<file path="src/rtl/typed_chunk_pkg.sv">
// Framing constants and dechunker state encoding shared by the typed chunk
// sender and receiver.
package typed_chunk_pkg;

  localparam logic [7:0] TC_ESCAPE   = 8'h00;
  localparam logic [7:0] TC_EOC      = 8'h01;
  localparam logic [7:0] TC_MIN_TYPE = 8'h02;

  typedef enum logic [1:0] {
    ST_HUNT     = 2'd0,
    ST_HUNT_ESC = 2'd1,
    ST_DATA     = 2'd2,
    ST_DATA_ESC = 2'd3
  } dechunk_state_t;

endpackage

</file>
<file path="src/rtl/uart_rx_typed_dechunker.sv">
// Strips escape/type/EOC framing from the UART RX byte stream and presents
// each completed chunk as a parallel buffer with its type and byte count.
//
// state       | meaning
// ST_HUNT     | outside a chunk, waiting for an escape byte
// ST_HUNT_ESC | escape seen outside a chunk, expecting a type byte
// ST_DATA     | inside a chunk, collecting payload
// ST_DATA_ESC | escape seen inside a chunk: literal null, EOC or restart
module uart_rx_typed_dechunker
  import typed_chunk_pkg::*;
#(
  parameter int BUFFER_BYTE_SIZE  = 3,
  parameter int BUFFER_INDEX_SIZE = 32
) (
  input  logic                          CLK,
  input  logic                          RST,
  input  logic                          is_rx_done,
  input  logic [7:0]                    rx_data,
  output logic [BUFFER_BYTE_SIZE*8-1:0] chunk_bytes,
  output logic [BUFFER_INDEX_SIZE-1:0]  chunk_byte_size,
  output logic [7:0]                    chunk_type,
  output logic                          is_chunk_ready,
  output logic                          is_chunk_error,
  output logic                          is_dechunker_idle
);

  localparam int BUF_W = BUFFER_BYTE_SIZE * 8;

  dechunk_state_t               state_q, state_d;
  logic [BUF_W-1:0]             buf_q, buf_d;
  logic [BUFFER_INDEX_SIZE-1:0] idx_q, idx_d;
  logic [7:0]                   type_q, type_d;
  logic [BUF_W-1:0]             chunk_bytes_q, chunk_bytes_d;
  logic [BUFFER_INDEX_SIZE-1:0] chunk_size_q, chunk_size_d;
  logic [7:0]                   chunk_type_q, chunk_type_d;
  logic                         ready_q, ready_d;
  logic                         error_q, error_d;

  logic                         store_en;
  logic [7:0]                   store_byte;

  always_comb begin
    state_d       = state_q;
    buf_d         = buf_q;
    idx_d         = idx_q;
    type_d        = type_q;
    chunk_bytes_d = chunk_bytes_q;
    chunk_size_d  = chunk_size_q;
    chunk_type_d  = chunk_type_q;
    ready_d       = 1'b0;
    error_d       = 1'b0;
    store_en      = 1'b0;
    store_byte    = rx_data;

    if (is_rx_done) begin
      case (state_q)
        ST_HUNT: begin
          if (rx_data == TC_ESCAPE) state_d = ST_HUNT_ESC;
        end
        ST_HUNT_ESC: begin
          if (rx_data >= TC_MIN_TYPE) begin
            type_d  = rx_data;
            buf_d   = '0;
            idx_d   = '0;
            state_d = ST_DATA;
          end else if (rx_data == TC_EOC) begin
            state_d = ST_HUNT;
          end
        end
        ST_DATA: begin
          if (rx_data == TC_ESCAPE) begin
            state_d = ST_DATA_ESC;
          end else begin
            store_en = 1'b1;
          end
        end
        ST_DATA_ESC: begin
          if (rx_data == TC_ESCAPE) begin
            store_en   = 1'b1;
            store_byte = 8'h00;
            state_d    = ST_DATA;
          end else if (rx_data == TC_EOC) begin
            chunk_bytes_d = buf_q;
            chunk_size_d  = idx_q;
            chunk_type_d  = type_q;
            ready_d       = 1'b1;
            state_d       = ST_HUNT;
          end else begin
            // A new header inside a chunk aborts the old one and starts over
            error_d = 1'b1;
            type_d  = rx_data;
            buf_d   = '0;
            idx_d   = '0;
            state_d = ST_DATA;
          end
        end
        default: state_d = ST_HUNT;
      endcase

      if (store_en) begin
        if (idx_q >= BUFFER_BYTE_SIZE) begin
          error_d = 1'b1;
          buf_d   = '0;
          idx_d   = '0;
          state_d = ST_HUNT;
        end else begin
          for (int i = 0; i < BUFFER_BYTE_SIZE; i++) begin
            if (idx_q == BUFFER_INDEX_SIZE'(i)) buf_d[i*8 +: 8] = store_byte;
          end
          idx_d = idx_q + BUFFER_INDEX_SIZE'(1);
        end
      end
    end
  end

  always_ff @(posedge CLK) begin
    if (RST) begin
      state_q       <= ST_HUNT;
      buf_q         <= '0;
      idx_q         <= '0;
      type_q        <= '0;
      chunk_bytes_q <= '0;
      chunk_size_q  <= '0;
      chunk_type_q  <= '0;
      ready_q       <= 1'b0;
      error_q       <= 1'b0;
    end else begin
      state_q       <= state_d;
      buf_q         <= buf_d;
      idx_q         <= idx_d;
      type_q        <= type_d;
      chunk_bytes_q <= chunk_bytes_d;
      chunk_size_q  <= chunk_size_d;
      chunk_type_q  <= chunk_type_d;
      ready_q       <= ready_d;
      error_q       <= error_d;
    end
  end

  assign chunk_bytes       = chunk_bytes_q;
  assign chunk_byte_size   = chunk_size_q;
  assign chunk_type        = chunk_type_q;
  assign is_chunk_ready    = ready_q;
  assign is_chunk_error    = error_q;
  assign is_dechunker_idle = (state_q == ST_HUNT) || (state_q == ST_HUNT_ESC);

endmodule

</file>
<file path="config.mk">
export PLATFORM = sky130hd
export DESIGN_NAME = uart_rx_typed_dechunker
export DESIGN_NICKNAME = d
export VERILOG_FILES = /design/src/rtl/typed_chunk_pkg.sv /design/src/rtl/uart_rx_typed_dechunker.sv
export SDC_FILE = /design/constraint.sdc
export NUM_CORES = 1
export LEC_CHECK = 0
export CAP_MARGIN = 30
export CORE_MARGIN = 1
export CORE_UTILIZATION = 45
export DETAILED_ROUTE_END_ITERATION = 7
export GPL_TIMING_DRIVEN = 0
export PLACE_DENSITY = 0.71
export SLEW_MARGIN = 5
export SYNTH_ARGS = -nofsm -noshare
export SYNTH_HDL_FRONTEND = slang
export SYNTH_SLANG_ARGS = --single-unit
</file>
<file path="constraint.sdc">
create_clock -name CLK -period 1.95 [get_ports CLK]
set_input_delay 0.2925 -clock CLK [delete_from_list [all_inputs] [get_ports CLK]]
set_output_delay 0.2925 -clock CLK [all_outputs]
set_load 0.01 [all_outputs]
</file>
# Word level (Yosys, flattened, before mapping)

Index checks and enable logic that the tools add are counted.

Add/sub/neg operators: 1
$lt $le $gt $ge: 2
Equal/unequal tests: 12
Mux-type cells: 40
Bitwise logic cells: 3
Reductions and logical operators: 11

Operator list:

| cell                    | number |
|---|---|
| $mux W32                | 5 |
| $mux W24                | 5 |
| $mux W8                 | 8 |
| $pmux W32 S2            | 1 |
| $pmux W24 S2            | 1 |
| $add A32 B1 Y32 const B | 1 |
| $eq A32 B1 Y1 const B   | 1 |
| $eq A32 B2 Y1 const B   | 1 |
| $ge A32 B2 Y1 const B   | 1 |
| $logic_not A32 Y1       | 1 |
| $mux W2                 | 8 |
| $pmux W8 S2             | 1 |
| $reduce_and A5 Y1       | 2 |
| $mux W1                 | 9 |
| $eq A8 B1 Y1 const B    | 1 |
| $ge A8 B2 Y1 const B    | 1 |
| $logic_not A8 Y1        | 1 |
| $pmux W2 S4             | 1 |
| $ne A2 B2 Y1 const B    | 3 |
| $ne A3 B3 Y1 const B    | 2 |
| $eq A2 B2 Y1 const B    | 2 |
| $reduce_and A4 Y1       | 1 |
| $reduce_or A4 Y1        | 1 |
| $ne A3 B2 Y1 const B    | 1 |
| other kinds (8)         | 10 |

Register bits after elaboration: 132
Input port bits: 11
Output and inout port bits: 67

# Depth between registers and ports, before layout

Gate-level depths: netlist of the first run.

Depth after elaboration: 7
Mapped depth: 8
Depth with buffers taken out: 6

# Least setup slack after synthesis of the first run

OpenSTA, ideal clock, no wires.

Path type: input to register
Start point: in rx_data[3]
End point: reg buf_q[0]
Setup time: 0.059 ns
Arrival time: 1.947 ns
Path slack: -0.056 ns
Cell stages on the path: 5
Path buffers: 0
Cell sequence: or4_1 -> o21a_1 -> nor4_4 -> a32o_2 -> a22o_1

Cells in the longest elaborated chain, start to end: 7
Elaborated cells between the ends (all ways): 16

RTL lines:

| what                                                                 | line                           | RTL |
|---|---|---|
| start, declared                                                      | uart_rx_typed_dechunker.sv:18  | `input logic [7:0] rx_data,` |
| parallel branches: the longest is 6 deep, another holds $ge A8 B2 Y1 | --                             |  |
| $mux W24 *                                                           | uart_rx_typed_dechunker.sv:100 | `if (store_en) begin` |
| end signal, assigned                                                 | uart_rx_typed_dechunker.sv:129 | `buf_q <= buf_d;` |
| end, declared                                                        | uart_rx_typed_dechunker.sv:30  | `logic [BUF_W-1:0] buf_q, buf_d;` |

Mark *: on every way between the ends. The select of a mux whose other input is x is not followed.
A chain may end at the register's enable or synchronous reset.

# Final worst setup path of the first run

Start point: in rx_data[0]
End point: reg buf_q[0]

Same word-level chain as after synthesis.

==> run summary, run 1 <==
status = finished with violations
failing checks = negative setup slack
layout cells sized above 1 = 14.2%
GRT Overall Usage = 22.2%
core area = 10,400 um2
DRT iter0 DRCs = 171
final core area utilization = 63.7%
min Tclk post-route = 2.01 ns
most common flop cell mapped by yosys = dfxtp_1
Final ANT Viol Nets = 0
post-synth cell types = 41
Tightest Hold Check Type = input pin to register
maxcap violations = 0
critical path data arrival time = 2.46 ns
crit path launch type = input pin
worst setup margin = -0.0575 ns
fill count = 882
chip width = 106 um
CP Cell Sequence = clkdlybuf4s50_1 -> or4_4 -> o21a_4 -> nor4_4 -> buf_4 -> and3_1 -> buf_6 -> a22o_1
Post-Syn Area = 4880 um2
Worst Path Max Fanout = 8
full die area = 11,300 um2
largest net degree at the start of global routing = 17
TritonCTS buffer count = 17
Setup TNS = -0.572 ns
# IOs = 78
first-pass GRT wire length = 19.8 mm
area of placed instances = 5820 um2
Crit path depth = 8
CTS sink count = 132
#FFs+latches synth = 132
PD cells = 868 nW/um2
Wirelength per Cell = 15.4 um
H-tree depth = 4
Post-synth ARST share = 0%
Register-to-Register Path Depth = 7
# nets final = 672
area grow syn2layout = 35.9%
Die H = 106 um
Largest stage delay, worst path = 0.54 ns
# DRC = 0
final worst-path cycle share = 103%
part of the Yosys area used for sequential elements = 54.1%
number of enable flip-flop cells after synthesis = 0
DR vias = 4,322
critical path class = input pin to register
syn_nets = 572
# setup viols final = 24
Mapped Cells = 557
Worst slew margin = 59.0%
ANT cells = 0
CTS root buf = clkbuf_8
post-route cell area = 6640 um2
number of global-route vias before repair = 4,078
Initial Utilization = 46.9%
Mean Syn Cell Area = 8.77 um2
worst path required time = 2.41 ns
vias per std cell = 5.36
Crit. End Element = register
RSZ-0062 raised after global routing = yes
Worst Path Buf+Inv = 3
initial antenna violation count = 0
Pleak = 2.36 nW
slowest CP cell = or4_4
clk_lat worst skew = 0.52 ns
Worst-Margin Slew = 0.615 ns
final hold violations = 0
num rows = 37
CTS tree = yes
WHS Path Cells = 2
Achievable Freq = 498 MHz
fin cells = 806
Routed WL = 12.4 mm
Overall Power = 5.76 mW
deepest clock path buffer count = 2
DRT Pass-1 Iters = 5
# port buffers = 76
VDD IR max = 0.528 mV
number of synthesis warnings = 0
clock-pin slew on the worst setup and hold paths = 0.07 ns
placed cell count = 769
dpl hpwl = 8.18 mm
global route overflow = 0
Setup Skew = 0.00905 ns
fin. max-slew vios = 0
cell family with most CP delay = simple AND/OR/NAND/NOR gates
Placer Congestion = 0.839
-- per-layer routing --
layer | global-route usage, % | vias to the layer above | share of wire [%]
li1 | - | 2138 | -
met1 | 27.7 | 2054 | 45
met2 | 37.2 | 115 | 49
met3 | 5.70 | 15 | 4.5
met4 | 7.34 | 0 | 1.3
met5 | 0 | - | 0
-- state kept, by name, indices dropped and copies added (netlist names) --
register and flops:
chunk_type 8, type_q 8, idx_q 32, chunk_bytes 24, buf_q 24, state_q 2, is_chunk_ready 1, chunk_byte_size 32
is_chunk_error 1
-- worst paths after layout --
check,from,end,slack (ns)
max,rx_data[0],buf_q[0],-0.06
min,rx_data[7],buf_q[15],0.36
max reg2reg,idx_q[25],buf_q[0],-0.04
min reg2reg,chunk_byte_size[29],chunk_byte_size[29],0.46
-- layout make-up --
type / count / area (um2) / share of cell area (%)
Clock buffer: 17 / 414 / 6.24
Tap cell: 136 / 170 / 2.56
Multi-Input combinational cell: 381 / 2220 / 33.4
Timing Repair Buffer: 85 / 836 / 12.6
Sequential cell: 132 / 2660 / 40.0
Clock inverter: 15 / 138 / 2.07
Inverter: 9 / 33.8 / 0.509
Buffer: 31 / 173 / 2.60
-- power breakdown --
part	total [mW]	switching (mW)	internal, mW
clock network	2.94	1.32	1.62
logic	0.120	0.0846	0.0358
registers	2.69	0.000196	2.69
-- placed cells by master (no fill, tap or decap), drive strengths merged, types with 18 or more instances in the layout --
cell type      count
a21oi             77
a22o              25
buf               18
clkbuf            39
clkdlybuf4s50     69
dfxtp            132
inv               19
nand2            143
nor2              33
-- synthesized netlist by cell type, types with 2 or more instances --
cell      instances  area share [%]
a21oi_1          77             7.9
a22o_1           24             4.3
a31oi_1           3            0.38
a32o_2            3            0.69
a41oi_1           8             1.4
and2_1           10             1.3
and3_1           10             1.3
buf_2             3            0.31
buf_4             4            0.61
clkbuf_1         27             2.1
dfxtp_1         132              54
ha_1              4             1.0
inv_1             9            0.69
mux2i_1           7             1.4
nand2_1         143              11
nand2b_1          2            0.26
nand3_1           4            0.41
nand4_1           8             1.0
nor2_1           33             2.5
nor3_1            6            0.61
nor4_1            9             1.2
o21a_1            5            0.77
o21ai_0           2            0.20
o31ai_1           2            0.31
or2_2             2            0.26
or4_1             4            0.61
xnor2_1           2            0.36
-- per-stage QoR --
| step | hold slack, ns | worst slack [ns] |
|---|---|---|
| detailed placement | 0.448 | -1.23 |
| global placement | 0.443 | -1.19 |
| floorplan | 0.418 | -0.0370 |
| CTS | 0.341 | 0.000245 |
| global route | 0.356 | -0.104 |
| finish | 0.362 | -0.0575 |
-- worst register-to-register path, stage by stage, from the launching register on --
cell and delay [ns]:
dfxtp_1 0.35, nor4_4 0.31, nand4_1 0.26, nor4_4 0.35, buf_4 0.18, and3_1 0.21
buf_6 0.15, a22o_1 0.13
-- logic make-up after synthesis --
group	Yosys count	synth area share [%]
AND/OR/NAND/NOR	237	21.7
flip-flops	132	54.1
AO/OA/AOI/OAI	131	17.7
buffers and inverters	44	3.77
multiplexers	7	1.43
adder cells (fa/ha/maj)	4	1.02
XOR/XNOR	2	0.359
-- repair_timing --
| item | in CTS | in global routing |
|---|---|---|
| buffers inserted | 6 | 3 |
| gates resized for setup | 28 | 38 |
| setup endpoints to repair | 129 | 106 |
| hold buffers | 0 | 0 |
| gates cloned | 0 | 0 |
| pin swaps | 8 | 22 |
No activity file was read; power rests on OpenSTA's default activity.
==> run 2, diff against run 1 <==
Settings changed: PLACE_DENSITY 0.71 to 0.68.
Clock period 1.95 ns to 2.6 ns, I/O delays scaled along.
==> run 2 against run 1 <==
Effect of this change:
- the run now ends clean
- register-to-register slack better by 0.45 ns
- core utilization down 2.4 points
- flip-flop and latch count unchanged
- critical path type unchanged
- largest cell class unchanged
==> run summary, run 2 (synthesis gave the netlist of run 1 again) <==
maxcap violations = 0
Final Hold Slack = 0.452 ns
clk_lat worst skew = 0.52 ns
commonest non-fill, non-tap cell in the layout = nand2_1
TritonCTS buffer count = 17
Tightest Hold Check Type = register to register
Initial Utilization = 46.9%
deepest clock path buffer count = 2
Overall Power = 4.32 mW
H-tree depth = 4
CTS tree = yes
number of global-route vias before repair = 4,067
worst path required time = 2.99 ns
dpl hpwl = 8.16 mm
initial antenna violation count = 0
GRT Overall Usage = 21.9%
Setup Skew = 0.00921 ns
Die H = 106 um
Worst slew margin = 44.9%
largest net degree at the start of global routing = 17
DR WL met3 = 627 um
fin. max-slew vios = 0
chip width = 106 um
Setup TNS = 0 ns
Wirelength per Cell = 14.6 um
Placer Congestion = 0.846
post-route cell area = 6390 um2
Pleak = 2.21 nW
area grow syn2layout = 30.9%
layout cells sized above 1 = 7.97%
# IOs = 78
most frequent cells in the layout = nand2_1 (143), dfxtp_1 (132), a21oi_1 (77)
RSZ-0062 raised after global routing = no
PD cells = 676 nW/um2
vias per std cell = 5.30
clock-pin slew on the worst setup and hold paths = 0.06 ns
critical path class = input pin to register
Crit. End Element = register
first-pass GRT wire length = 19.5 mm
core area = 10,400 um2
area of placed instances = 5810 um2
ANT cells = 0
final core area utilization = 61.4%
critical path data arrival time = 2.87 ns
crit path launch type = input pin
Routed WL = 11.7 mm
# setup viols final = 0
Register-to-Register Path Depth = 6
Final ANT Viol Nets = 0
Worst-Margin Slew = 0.819 ns
met1 WL = 5.43 mm
DRT Pass-1 Iters = 4
Worst Path Max Fanout = 11
CTS root buf = clkbuf_8
full die area = 11,300 um2
hold buffers post-CTS = 0
VDD IR max = 0.412 mV
met2 wire length = 5.46 mm
# nets final = 667
WHS Path Cells = 2
num rows = 37
status = completed
final hold violations = 0
Top Layer Used = met4
CTS sink count = 132
DR vias = 4,249
min Tclk post-route = 2.48 ns
DRT iter0 DRCs = 174
# port buffers = 76
# DRC = 0
Achievable Freq = 403 MHz
final worst-path cycle share = 95.6%
global route overflow = 0
run 2: final cells by class:
type                    count  area (um2)
flip-flops and latches    132        2640
clock inverters            14         126
inverters                   9        33.8
well taps                 136         170
fillers                   925        4030
repair buffers             77         768
multi-input cells         381        2070
clock buffers              18         428
plain buffers              34         148
run 2: worst max-delay path: stages:
cell	delay (ns)
clkdlybuf4s50_1	0.59
nor4_2	0.46
nand2_1	0.22
or3_1	0.67
clkbuf_1	0.32
nand2_1	0.13
a21oi_1	0.08
run 2: final timing paths:
path / slack (ns) / end / startpoint
worst max-delay path: 0.12 / chunk_byte_size[28] / rx_data[3]
worst min register to register: 0.45 / chunk_bytes[2] / chunk_bytes[2]
worst min-delay path: 0.45 / chunk_bytes[2] / chunk_bytes[2]
worst max register to register: 0.41 / idx_q[31] / idx_q[13]
run 2: repair_timing:
item | 4_1_cts | 5_1_grt
setup buffers | 0 | 1
resized for setup | 2 | 3
setup endpoints to repair | 60 | 76
pin swaps | 0 | 2
run 2: layer usage:
metal	vias to the layer above	GRT usage, %
met5	-	0
met4	0	9.33
met3	20	4.35
met2	123	35.8
met1	1981	27.9
li1	2125	-
run 2: through the flow:
step,instances,setup WS (ns)
final,801,0.116
after global routing,801,0.0456
after CTS,801,0.0869
after detailed placement,769,-0.640
after global placement,769,-0.568
after floorplan,557,0.497
run 2: report_power, final:
part | internal (mW) | switching [mW] | leakage (nW)
registers | 2.02 | 0.000133 | 1.06
clock network | 1.30 | 0.913 | 0.272
logic | 0.0260 | 0.0591 | 0.881
==> run 3, diff against run 2 <==
Settings changed: CORE_MARGIN 1 to 5.
==> run 3 against run 2 <==
Effect of this change:
- register-to-register slack worse by 0.21 ns
- flip-flop and latch count unchanged
- first-iteration DRC count up 9.2%
- non-clock buffer count down 1
- global-route usage down 2.9 points
- maximum frequency down 1.6%
- largest power group unchanged
- via count up 1.2%
- clock skew down 0.0015 ns
- largest cell class unchanged
- combinational power up 0.7%
- sequential share of layout area down 0.53 points
- critical path type unchanged
- count of clock-buffer cells in the layout down 1
- die area up 16%
==> run summary, run 3 (synthesis gave the netlist of run 1 again) <==
# IOs = 78
Wirelength per Cell = 15.2 um
chip width = 114 um
cell family with most CP delay = simple AND/OR/NAND/NOR gates
area of placed instances = 5820 um2
Clock Power Share = 55.0%
Setup Skew = 0.00776 ns
vias per std cell = 5.35
largest net degree at the start of global routing = 17
Crit. End Element = register
Switching Share = 20.7%
Die H = 114 um
clock-pin slew on the worst setup and hold paths = 0.06 ns
VDD IR max = 0.482 mV
Worst slew margin = 35.5%
global route overflow = 0
Achievable Freq = 396 MHz
final hold violations = 0
layout cells sized above 1 = 7.98%
worst path required time = 3.05 ns
CTS root buf = clkbuf_8
DRT Pass-1 Iters = 5
Net Switching = 0.970 mW
number of global-route vias before repair = 4,144
Initial Utilization = 45.4%
fin. max-slew vios = 0
# port buffers = 76
full die area = 13,000 um2
DRT iter0 DRCs = 190
CTS tree = yes
area grow syn2layout = 32.6%
most frequent cells in the layout = nand2_1 (143), dfxtp_1 (132), a21oi_1 (77)
critical path data arrival time = 2.98 ns
CP Cell Sequence = clkdlybuf4s50_1 -> or4_1 -> o21a_1 -> nor4_4 -> a22oi_4 -> buf_2 -> nor2_1
RSZ-0062 raised after global routing = no
clk_lat worst skew = 0.52 ns
ANT cells = 0
Placer Congestion = 0.865
commonest non-fill, non-tap cell in the layout = nand2_1
crit path launch type = input pin
# nets final = 666
H-tree depth = 4
Final ANT Viol Nets = 0
fin cells = 804
first-pass GRT wire length = 19.9 mm
Worst Path Max Fanout = 10
initial antenna violation count = 0
DR vias = 4,299
RR Startpoint = idx_q[13]
# DRC = 0
register share of total power = 43.2%
PD cells = 723 nW/um2
Pleak = 2.25 nW
status = completed
hold_sp = chunk_bytes[11]
critical path class = input pin to register
internal power = 3.71 mW
Largest stage delay, worst path = 0.63 ns
Logic pwr share = 1.8%
num rows = 38
maxcap violations = 0
# setup viols final = 0
min Tclk post-route = 2.53 ns
Worst Path Buf+Inv = 2
Worst Setup SP = rx_data[4]
slowest CP cell = clkdlybuf4s50_1
final worst-path cycle share = 97.1%
deepest clock path buffer count = 2
post-route cell area = 6470 um2
TritonCTS buffer count = 17
Routed WL = 12.2 mm
dpl hpwl = 8.60 mm
Worst-Margin Slew = 0.959 ns
core area = 10,700 um2
Tightest Hold Check Type = register to register
placed cell count = 773
CTS sink count = 132
GRT Overall Usage = 19.0%
## run 3: cell types whose count changed in the layout (fill, tap and decap cells not counted), moves of 2 or more
cell and change:
bufinv_16 +4, clkbuf_1 -2, clkinv_2 -2, clkbuf_2 +2
## run 3: worst paths after layout
check	end	slack (ns)	cells past startpoint
worst max-delay path	idx_q[9]	0.07	7
worst min-delay path	chunk_bytes[11]	0.45	2
worst max register to register	idx_q[9]	0.20	7
worst min register to register	chunk_bytes[11]	0.45	2
## run 3: worst min-delay path, delay by kind of cell, from the launching register on
kind / cells / cell delay, ns
flops: 1 / 0.31
compound gates: 1 / 0.05
simple gates: 1 / 0.05
## run 3: power by group through the flow
stage | Sequential [mW] | Combinational [mW] | Clock, mW
2_1_floorplan | 2.07 | 0.0404 | 0
3_3_place_gp | 2.07 | 0.0835 | 0
3_5_place_dp | 2.07 | 0.0837 | 0
4_1_cts | 2.02 | 0.0854 | 2.61
5_1_grt | 2.02 | 0.0913 | 2.69
6_report | 2.02 | 0.0858 | 2.57
## run 3: area by class of cell
type | instances | area (um2)
well taps | 140 | 175
multi-input cells | 381 | 2070
plain buffers | 34 | 150
repair buffers | 76 | 761
flip-flops and latches | 132 | 2640
fillers | 960 | 4270
clock inverters | 15 | 228
clock buffers | 17 | 414
inverters | 9 | 33.8
## run 3: timing repair
item,in CTS,in global routing
pin swaps,0,1
hold buffers,0,0
resized for setup,2,6
endpoints found under the setup margin,57,62
setup buffers,0,0
## run 3: routing by layer
layer,share of wire (%),GRT usage (%),vias to the layer above
met5,0,0,-
met4,1.2,5.23,0
met3,6.5,5.76,12
met2,48,31.9,128
met1,44,23.6,2032
li1,-,-,2127
## run 3: through the flow
step	TNS (ns)	worst slack [ns]	power, mW	util [%]	hold slack [ns]
after floorplan	0	0.497	2.11	-	0.431
after detailed placement	-54.93	-0.665	2.15	54.2	0.448
after CTS	0	0.0584	4.72	60.2	0.457
after global placement	-51.07	-0.604	2.15	54.2	0.444
after global routing	0	0.0166	4.80	60.2	0.470
final	0	0.0743	4.68	60.2	0.454
